`config.mk`:
```
export PLATFORM = sky130hd
export DESIGN_NAME = leaf_out_arbiter
export DESIGN_NICKNAME = d
export VERILOG_FILES = /design/src/rtl/leaf_arb_pkg.sv /design/src/rtl/leaf_out_arbiter_rr_pick.sv /design/src/rtl/leaf_out_arbiter.sv
export SDC_FILE = /design/constraint.sdc
export NUM_CORES = 1
export LEC_CHECK = 0
export CORE_ASPECT_RATIO = 1.75
export CORE_MARGIN = 4
export CORE_UTILIZATION = 29
export DETAILED_ROUTE_END_ITERATION = 12
export PLACE_DENSITY = 0.82
export SETUP_SLACK_MARGIN = 0.3
export SKIP_CTS_REPAIR_TIMING = 1
export SYNTH_ARGS = -nofsm -noshare
export SYNTH_HDL_FRONTEND = slang
export SYNTH_HIERARCHICAL = 1
export SYNTH_SLANG_ARGS = --single-unit
```
`constraint.sdc`:
```
create_clock -name clk -period 1.92 [get_ports clk]
set_input_delay 0.384 -clock clk [delete_from_list [all_inputs] [get_ports clk]]
set_output_delay 0.384 -clock clk [all_outputs]
set_load 0.03 [all_outputs]
```
`src/rtl/leaf_arb_pkg.sv`:
```
// Shared types, default sizing and helpers for the leaf output arbiter.
package leaf_arb_pkg;

    localparam int NUM_REQ      = 4;
    localparam int PAYLOAD_BITS = 32;
    localparam int MAX_BURST    = 16;

    typedef enum logic {
        IDLE  = 1'b0,
        BURST = 1'b1
    } state_t;

    function automatic int clog2(input int value);
        int result;
        result = 0;
        for (int v = value - 1; v > 0; v = v >> 1) begin
            result = result + 1;
        end
        return result;
    endfunction

endpackage

```
`src/rtl/leaf_out_arbiter_rr_pick.sv`:
```
// Combinational rotating-priority picker: first set request strictly after i_ptr, wrapping.
module rr_pick
    import leaf_arb_pkg::*;
#(
    parameter int NUM_REQ  = leaf_arb_pkg::NUM_REQ,
    parameter int REQ_BITS = 2
) (
    input  logic [NUM_REQ-1:0]  i_req,
    input  logic [REQ_BITS-1:0] i_ptr,
    output logic                o_found,
    output logic [REQ_BITS-1:0] o_index
);

    logic [REQ_BITS-1:0] w_cand [NUM_REQ];

    // w_cand[n] is the requester examined at search position n (0 = highest priority).
    generate
        for (genvar gi = 0; gi < NUM_REQ; gi++) begin : g_cand
            assign w_cand[gi] = REQ_BITS'((int'(i_ptr) + gi + 1) % NUM_REQ);
        end
    endgenerate

    always_comb begin
        o_found = 1'b0;
        o_index = '0;
        for (int k = NUM_REQ - 1; k >= 0; k--) begin
            if (i_req[w_cand[k]]) begin
                o_found = 1'b1;
                o_index = w_cand[k];
            end
        end
    end

endmodule

```
`src/rtl/leaf_out_arbiter.sv`:
```
// Round-robin burst arbiter sharing one leaf-interface output port among NUM_REQ streams.
module leaf_out_arbiter
    import leaf_arb_pkg::*;
#(
    parameter int NUM_REQ      = leaf_arb_pkg::NUM_REQ,
    parameter int REQ_BITS     = 2,
    parameter int PAYLOAD_BITS = leaf_arb_pkg::PAYLOAD_BITS,
    parameter int MAX_BURST    = leaf_arb_pkg::MAX_BURST
) (
    input  logic                            clk,
    input  logic                            reset,
    input  logic [NUM_REQ*PAYLOAD_BITS-1:0] req_tdata,
    input  logic [NUM_REQ-1:0]              req_tvalid,
    output logic [NUM_REQ-1:0]              req_tready,
    output logic [PAYLOAD_BITS-1:0]         dout_user2interface,
    output logic                            vld_user2interface,
    input  logic                            ack_interface2user,
    output logic [REQ_BITS-1:0]             grant_id,
    output logic                            busy
);

    localparam int                     CNT_BITS  = clog2(MAX_BURST) + 1;
    localparam logic [CNT_BITS-1:0]    LAST_BEAT = CNT_BITS'(MAX_BURST - 1);
    localparam logic [REQ_BITS-1:0]    PTR_RST   = REQ_BITS'(NUM_REQ - 1);

    state_t                r_state;
    logic [REQ_BITS-1:0]   r_grant;
    logic [REQ_BITS-1:0]   r_ptr;
    logic [CNT_BITS-1:0]   r_cnt;

    logic                    w_found;
    logic [REQ_BITS-1:0]     w_pick;
    logic [PAYLOAD_BITS-1:0] w_data [NUM_REQ];
    logic                    w_grant_vld;
    logic                    w_xfer;

    generate
        for (genvar gi = 0; gi < NUM_REQ; gi++) begin : g_slice
            assign w_data[gi] = req_tdata[gi*PAYLOAD_BITS +: PAYLOAD_BITS];
        end
    endgenerate

    rr_pick #(
        .NUM_REQ  (NUM_REQ),
        .REQ_BITS (REQ_BITS)
    ) u_pick (
        .i_req   (req_tvalid),
        .i_ptr   (r_ptr),
        .o_found (w_found),
        .o_index (w_pick)
    );

    assign w_grant_vld = req_tvalid[r_grant];
    assign w_xfer      = (r_state == BURST) && w_grant_vld && ack_interface2user && !reset;
    assign busy        = (r_state == BURST);
    assign grant_id    = r_grant;

    // Ready is masked during reset so a beat offered in the reset cycle is not consumed.
    always_comb begin
        req_tready          = '0;
        vld_user2interface  = 1'b0;
        dout_user2interface = '0;
        if (r_state == BURST) begin
            vld_user2interface  = w_grant_vld;
            dout_user2interface = w_data[r_grant];
            if (!reset) begin
                req_tready[r_grant] = ack_interface2user;
            end
        end
    end

    always_ff @(posedge clk) begin
        if (reset) begin
            r_state <= IDLE;
            r_grant <= '0;
            r_ptr   <= PTR_RST;
            r_cnt   <= '0;
        end else begin
            case (r_state)
                IDLE: begin
                    if (w_found) begin
                        r_grant <= w_pick;
                        r_cnt   <= '0;
                        r_state <= BURST;
                    end
                end
                BURST: begin
                    if (!w_grant_vld || (w_xfer && (r_cnt == LAST_BEAT))) begin
                        r_state <= IDLE;
                        r_ptr   <= r_grant;
                    end else if (w_xfer) begin
                        r_cnt <= r_cnt + 1'b1;
                    end
                end
                default: r_state <= IDLE;
            endcase
        end
    end

endmodule
```
=== After elaboration in Yosys (flattened, before gate mapping) ===
Cells that the tools add are included.

* Memories kept: 0
* Input port bits: 135
* Bits in writable memories: 0
* Bits in read-only memories: 0
* Output and inout bits: 40
* Register bits after elaboration: 10
* Latch bits: 0

* Equality and inequality tests: 4
* Shift operators: 0
* Bitwise logic cells: 3
* Multiply operators: 0
* Divide/modulo/power cells: 0
* Reductions and logical operators: 11
* Muxes and demuxes: 34
* $add $sub $neg: 7
* Order comparisons: 7

{| class="wikitable"
|+ Operators by type and width
! cell !! number
|-
| 32-bit two-way mux || 3
|-
| 32-bit binary-select mux with 2-bit select || 1
|-
| 2-bit by 3-bit < comparator with 1-bit output, second input constant || 5
|-
| 5-bit two-way mux || 3
|-
| 1-bit two-way mux || 13
|-
| 2-bit adder, second input constant || 5
|-
| 1-bit binary-select mux with 2-bit select || 5
|-
| 5-bit case mux with 2 select lines || 1
|-
| 2-bit two-way mux || 4
|-
| 4-bit two-way mux || 2
|-
| 5-bit by 1-bit adder with 5-bit output, second input constant || 1
|-
| 5-bit by 4-bit equality test with 1-bit output, second input constant || 1
|-
| 1-bit logical AND || 5
|-
| 4-bit AND || 1
|-
| 2-bit by 1-bit != test with 1-bit output, second input constant || 2
|-
| 2-bit AND reduction || 2
|-
| 3-bit >= comparator, second input constant || 1
|-
| 2-bit NOT with 3-bit output || 1
|-
| 3-bit AND reduction || 1
|-
| 2-bit by 1-bit adder with 2-bit output, second input constant || 1
|-
| 1-bit demux with 2-bit select || 1
|-
| 2-bit by 1-bit >= comparator with 1-bit output, second input constant || 1
|-
| 1-bit zero test || 2
|-
| 2-bit != test, second input constant || 1
|-
| other kinds (3) || 3
|}

=== Depth between registers and ports, before layout ===
Gate-level depths: netlist of the first run.

* Depth after elaboration: 10
* Depth in mapped cells: 6
* Gate-level depth less buffers: 6

=== By module ===
Netlist of the first run, hierarchy kept.

{| class="wikitable"
|+ By module, submodules not included
! module !! sequential area each (µm²) !! cells an instance !! times used !! area each (µm²)
|-
| leaf_out_arbiter || 200.2 || 134 || 1 || 1546.5
|-
| rr_pick || 0.0 || 14 || 1 || 83.8
|}

=== Worst setup path after synthesis of the first run ===
Ideal clock, no wire load.

* Path kind: register -> output
* Start: reg r_grant[1] (netlist: grant_id[1])
* End: out req_tready[2]
* Setup slack: -0.213 ns
* Path buffers: 2
* Cell stages (with the launch flop): 5
* Data required time: 1.536 ns
* Arrival: 1.749 ns
* Cells stage by stage: dfxtp_1 > buf_2 > buf_2 > inv_1 > nor3_1

* Word-level cells in the longest chain between the ends: 7
* Elaborated cells between the ends (all ways): 8

{| class="wikitable"
|+ RTL lines
! item !! RTL line !! text
|-
| start: declaration || leaf_out_arbiter.sv:27 || <nowiki>logic [REQ_BITS-1:0] r_grant;</nowiki>
|-
| start signal: assignment || leaf_out_arbiter.sv:82 || <nowiki>r_grant <= w_pick;</nowiki>
|-
| 2-bit by 3-bit < comparator with 1-bit output (implied by the code) / 2-bit by 1-bit >= comparator with 1-bit output (equally long branches) || leaf_out_arbiter.sv:67 || <nowiki>req_tready[r_grant] = ack_interface2user;</nowiki>
|-
| 1-bit logical AND (implied by the code) || leaf_out_arbiter.sv:67 ||
|-
| 1-bit two-way mux (implied by the code) || leaf_out_arbiter.sv:67 ||
|-
| 1-bit demux with 2-bit select * || leaf_out_arbiter.sv:67 ||
|-
| 4-bit AND (no line) * || - ||
|-
| 4-bit two-way mux * || leaf_out_arbiter.sv:66 || <nowiki>if (!reset) begin</nowiki>
|-
| 4-bit two-way mux * || leaf_out_arbiter.sv:63 || <nowiki>if (r_state == BURST) begin</nowiki>
|-
| end: declaration || leaf_out_arbiter.sv:14 || <nowiki>output logic [NUM_REQ-1:0] req_tready,</nowiki>
|}

Mark *: on every way between the ends. The rest lies on a longest branch, timed or not.

=== Final worst setup path of the first run ===
* Start: reg r_grant[0] (netlist: grant_id[0])
* End: out dout_user2interface[27]

* Word-level cells in the longest chain between the ends: 5

{| class="wikitable"
|+ RTL lines
! item !! RTL line !! text
|-
| 2-bit NOT with 3-bit output (implied by the code) || leaf_out_arbiter.sv:65 || <nowiki>dout_user2interface = w_data[r_grant];</nowiki>
|-
| 32-bit binary-select mux with 2-bit select || leaf_out_arbiter.sv:65 ||
|-
| 32-bit two-way mux (implied by the code) (2 in series) || leaf_out_arbiter.sv:65 ||
|-
| 32-bit two-way mux || leaf_out_arbiter.sv:63 ||
|-
| end: declaration || leaf_out_arbiter.sv:15 || <nowiki>output logic [PAYLOAD_BITS-1:0] dout_user2interface,</nowiki>
|}

No other way between the ends. The select of a mux whose other input is x is not followed.

==> metrics, run 1 <==
outcome finished, violations left; failing checks setup timing; Crit-path slowest cell mux4_2; Skew-Pair Late Insertion Delay 0.24 ns; WP buf/inv 3; EDFF count, synth 0; die area 6930 sq um; Fin. Hold Viols 0; total CTS buffers 3; Max Slew Vio Count 0; sequential power share 13.7%; Final Instance Area 4040 sq um; max frequency 0.474 GHz; share of the synthesized area in the top cell type 45.6%; die extent in x 64.7 um; initial core utilization 30.5%; number of global-route vias before repair 2174; syn avg cell area 11.0 sq um; share of total power in the clock network 13.0%; Vias 2194; LEAKAGE 0.00170 uW; synth cell count leaders mux4_2 (33), and2_1 (32), nor2_1 (12); slew margin rel. 77.2%; Worst Setup Path Type flip-flop to output pin; synth warn 6; sequential element share of the synthesized area 12.3%; CTS tree yes; Vias/cell 5.07; worst-margin pin slew 0.341 ns; Layout Utilization 75.7%; DRT Wirelength 8980 um; WP depth 5; initial DRC count 81; core area 5340 sq um; synth unique cells 32; layout net count 497; clk slew on worst S/H paths 0.05 ns; critical path arrival 1.73 ns; Post-DP HPWL 6850 um; Critical Path Source Type flip-flop; post-DR wirelength/cell 20.7 um; Crit path largest cell delay 0.49 ns; most frequent cell after synthesis mux4_2; Final Non-Filler Cells 433; drc violations 0; fin worst setup slack -0.190 ns; DRT Pass-1 Iters 4; Site Rows 35; Top FF cell, synth dfxtp_1; Worst VDD drop 468 uV; post-synthesis cell area 1630 sq um; cell-internal power 1160 uW; Layout area overhead 148%; WP data required 1.54 ns; Critical Path End Type output pin; Final GP Congestion 0.822; RSZ-0062 raised after global routing yes; R2R depth 6; placed cell area 3700 sq um; Tcrit/Tclk final 110%; share of cells above drive strength 1 49.9%; CTS sink count 10; I/O pins 175; P_sw 623 uW; worst hold path class flip-flop to flip-flop; crit path max fanout 10; Comb pwr share 73.3%; cell family with most CP delay multiplexers; PortBufs 174; ANT nets after route 0; Sw Share 35.0%; syn nets 285; PwrDens 441 nW/um^2; Setup Viol. Count Final 33; htree depth 1; clock buffer depth 2; hold path depth 1; Max Cap Viol 0; ys async rst share 0%; synthesized instance count 148; GRT Total Usage 21.7%; Clock Tree Root clkbuf_8; CP Cell Sequence buf_12 -> buf_4 -> mux4_2 -> and2_4 -> buf_2; initial antenna violation count 0; flops & latches, synth 10; n_diodes 0; GRT overflow 0; first-pass GRT wire length 11500 um; Worst Skew 0.00110 ns; pin count of the biggest net entering global routing 37; min Tclk post-route 2.11 ns; Die Y 107 um; Synth area leaders mux4_2 (46%), and2_1 (12%), dfxtp_1 (12%); Placed Instances 403; area leader, netlist mux4_2
==> registers in the layout, indices dropped and copies added (netlist names) <==
signal	flops
r_ptr	2
busy	1
r_cnt	5
grant_id	2
==> per-layer routing <==
metal / wire length, um / track usage [%]
met5: 0 / 0
met4: 171 / 5.45
met3: 1070 / 8.28
met2: 5030 / 41.3
met1: 2700 / 21.5
==> path summary, 6_finish.rpt <==
kind,from,endpoint,slack [ns]
worst max-delay path,grant_id[0],dout_user2interface[27],-0.19
worst min-delay path,r_cnt[0],r_cnt[0],0.54
worst max register to register,grant_id[0],r_cnt[1],0.11
worst min register to register,r_cnt[0],r_cnt[0],0.54
==> power by group through the flow <==
stage | Clock [uW] | Sequential, uW | Combinational, uW
after detailed placement | 0 | 266 | 1160
after global routing | 244 | 247 | 1370
after global placement | 0 | 265 | 1140
after CTS | 232 | 262 | 1160
final | 231 | 245 | 1310
after floorplan | 0 | 251 | 668
==> logic make-up (layout without fill, tap and decap cells) <==
group	count (synthesis)	after routing	synth area share, %
AO/OA/AOI/OAI	9	9	4.76
multiplexers	40	40	50.0
flip-flops	10	10	12.3
adder cells (fa/ha/maj)	2	2	1.53
AND/OR/NAND/NOR	69	69	25.1
buffers and inverters	18	229	6.29
==> area by class of cell <==
type	count	area, sq um
sequential	10	211
tap	74	92.6
clock buffer	3	41.3
timing repair buffer	221	2180
fill	358	1300
inverter	4	18.8
multi-input combinational	120	1490
clock inverter	1	3.75
==> stage by stage <==
stage | setup WS (ns) | setup TNS [ns] | hold slack, ns | total power (uW)
final | -0.190 | -3.96 | 0.542 | 1780
after global routing | -0.240 | -5.39 | 0.553 | 1860
after CTS | -0.567 | -14.66 | 0.523 | 1660
after detailed placement | -0.527 | -12.79 | 0.512 | 1430
after global placement | -0.508 | -11.85 | 0.492 | 1400
after floorplan | 0.138 | 0 | 0.476 | 919
==> cell usage in the layout (no fill, tap or decap), drive strengths merged <==
master,count
nand2b,3
nand2,2
nand4b,2
or3,1
mux2i,5
and2b,1
nor2,12
a21boi,1
and2,33
nand4,1
ha,2
mux4,33
nand3,1
clkdlybuf4s50,126
o21ai,2
and3,2
nor3b,2
clkbuf,6
buf,84
nand3b,1
nor2b,2
a21o,2
clkinvlp,1
mux2,2
o311ai,2
nor3,5
dlymetal6s2s,8
clkinv,1
dfxtp,10
and4bb,1
inv,3
o22ai,2
Note: power is estimated with default switching activity, not from simulation.
==> run 2: changes to the inputs <==
==> constraint.sdc (replaced) <==
create_clock -name clk -period 2.2 [get_ports clk]
set_input_delay 0.44 -clock clk [delete_from_list [all_inputs] [get_ports clk]]
set_output_delay 0.44 -clock clk [all_outputs]
set_load 0.03 [all_outputs]
==> run 2 against run 1 <==
Against the previous run:
- the flow now finishes without violations
- routed wire length decreased by 7.8%
- clock power decreased by 9.5%
- hold slack got worse by 0.0062 ns
- utilization decreased by 4.0 points
- critical path depth unchanged
- largest power group unchanged
==> metrics, run 2 (same netlist as run 1, synthesis figures left out) <==
die extent in x 64.7 um; n_diodes 0; share of cells above drive strength 1 42.8%; Worst VDD drop 428 uV; most frequent cells in the layout clkdlybuf4s50_1 (130), mux4_2 (33), and2_4 (33), buf_6 (33), buf_4 (20); Skew-Pair Late Insertion Delay 0.25 ns; Max Cap Viol 0; max reg flops 5; post-DR wirelength/cell 20.3 um; Final Instance Area 3830 sq um; HP Start r_cnt[0]; Fin. Hold Viols 0; Min Hold Slack 0.536 ns; slew margin rel. 78.4%; initial antenna violation count 0; multi-input logic area 1430 sq um; min Tclk post-route 2.13 ns; Tcrit/Tclk final 96.9%; PwrDens 392 nW/um^2; Vias 2088; Setup crit start grant_id[0]; Critical Path End Type output pin; die area 6930 sq um; CTS sink count 10; initial core utilization 30.5%; outcome completed; RSZ-0062 raised after global routing yes; LEAKAGE 0.00155 uW; crit path max fanout 6; GRT overflow 0; Worst Setup Path Type flip-flop to output pin; critical path arrival 1.69 ns; Vias/cell 5.12; setup TNS 0 ns; CTS tree yes; Layout area overhead 135%; I/O pins 175; first-pass GRT wire length 11600 um; DRT Pass-1 Iters 5; max frequency 0.469 GHz; drc violations 0; Fill cells 410; WP data required 1.76 ns; fin worst setup slack 0.0683 ns; RR Startpoint r_cnt[0]; Critical Path Source Type flip-flop; DRT Wirelength 8280 um; Max Slew Vio Count 0; Biggest register r_cnt; core area 5340 sq um; htree depth 1; GRT Total Usage 21.9%; Setup Viol. Count Final 0; placed cell area 3620 sq um; Worst Skew 0.00224 ns; pre-CTS setup slack -0.394 ns; pin count of the biggest net entering global routing 37; most common cell after layout, fill and taps aside clkdlybuf4s50_1; Final Non-Filler Cells 408; FF+latch area 206 sq um; Clock Tree Root clkbuf_8; Placed Instances 400; ANT nets after route 0; Site Rows 35; number of global-route vias before repair 2198; PortBufs 174; clk slew on worst S/H paths 0.05 ns; worst hold path class flip-flop to flip-flop; total CTS buffers 3; Final GP Congestion 0.792; initial DRC count 55; worst-margin pin slew 0.324 ns; Die Y 107 um; layout net count 472; clock buffer depth 2; Post-DP HPWL 6820 um
==> run 2: routing by layer <==
metal	global-route usage, %	wire (um)	vias up
li1	-	-	945
met5	0	0	-
met2	39.6	4340	132
met3	12.9	1200	11
met1	20.5	2550	1000
met4	5.60	192	0
==> run 2: critical path, stage by stage, from the launching register on <==
cell and delay [ns]:
dfxtp_4 0.44, buf_8 0.15, buf_6 0.09, mux4_2 0.48, and2_4 0.15, buf_6 0.13
==> run 2: layout make-up <==
type | count | share of cell area [%]
clock buffer | 4 | 1.18
timing repair buffer | 196 | 53.4
tap | 74 | 2.42
multi-input combinational | 120 | 37.3
sequential | 10 | 5.39
inverter | 4 | 0.392
==> run 2: where the power goes <==
group          switching (uW)  internal, uW
clock                    81.6           128
sequential               19.4           194
combinational             410           669
==> run 2: final timing paths <==
kind,to,slack (ns),cells after the start
max reg2reg,r_cnt[3],0.37,6
min,r_cnt[0],0.54,2
min reg2reg,r_cnt[0],0.54,2
max,dout_user2interface[1],0.07,5
==> run 2: through the flow <==
step / power, uW / util [%]
2_1_floorplan: 754 / -
3_3_place_gp: 1200 / 67.7
3_5_place_dp: 1220 / 67.7
4_1_cts: 1420 / 68.5
5_1_grt: 1570 / 71.7
6_report: 1500 / 71.7
==> run 3: changes to the inputs <==
--- a/config.mk
+++ b/config.mk
@@ -5,6 +5,7 @@
 export SDC_FILE = /design/constraint.sdc
 export NUM_CORES = 1
 export LEC_CHECK = 0
+export CAP_MARGIN = 20
 export CORE_ASPECT_RATIO = 1.75
 export CORE_MARGIN = 4
 export CORE_UTILIZATION = 29
==> results of run 3 <==
No change in the layout: final DEF, timing and power equal those of run 2.
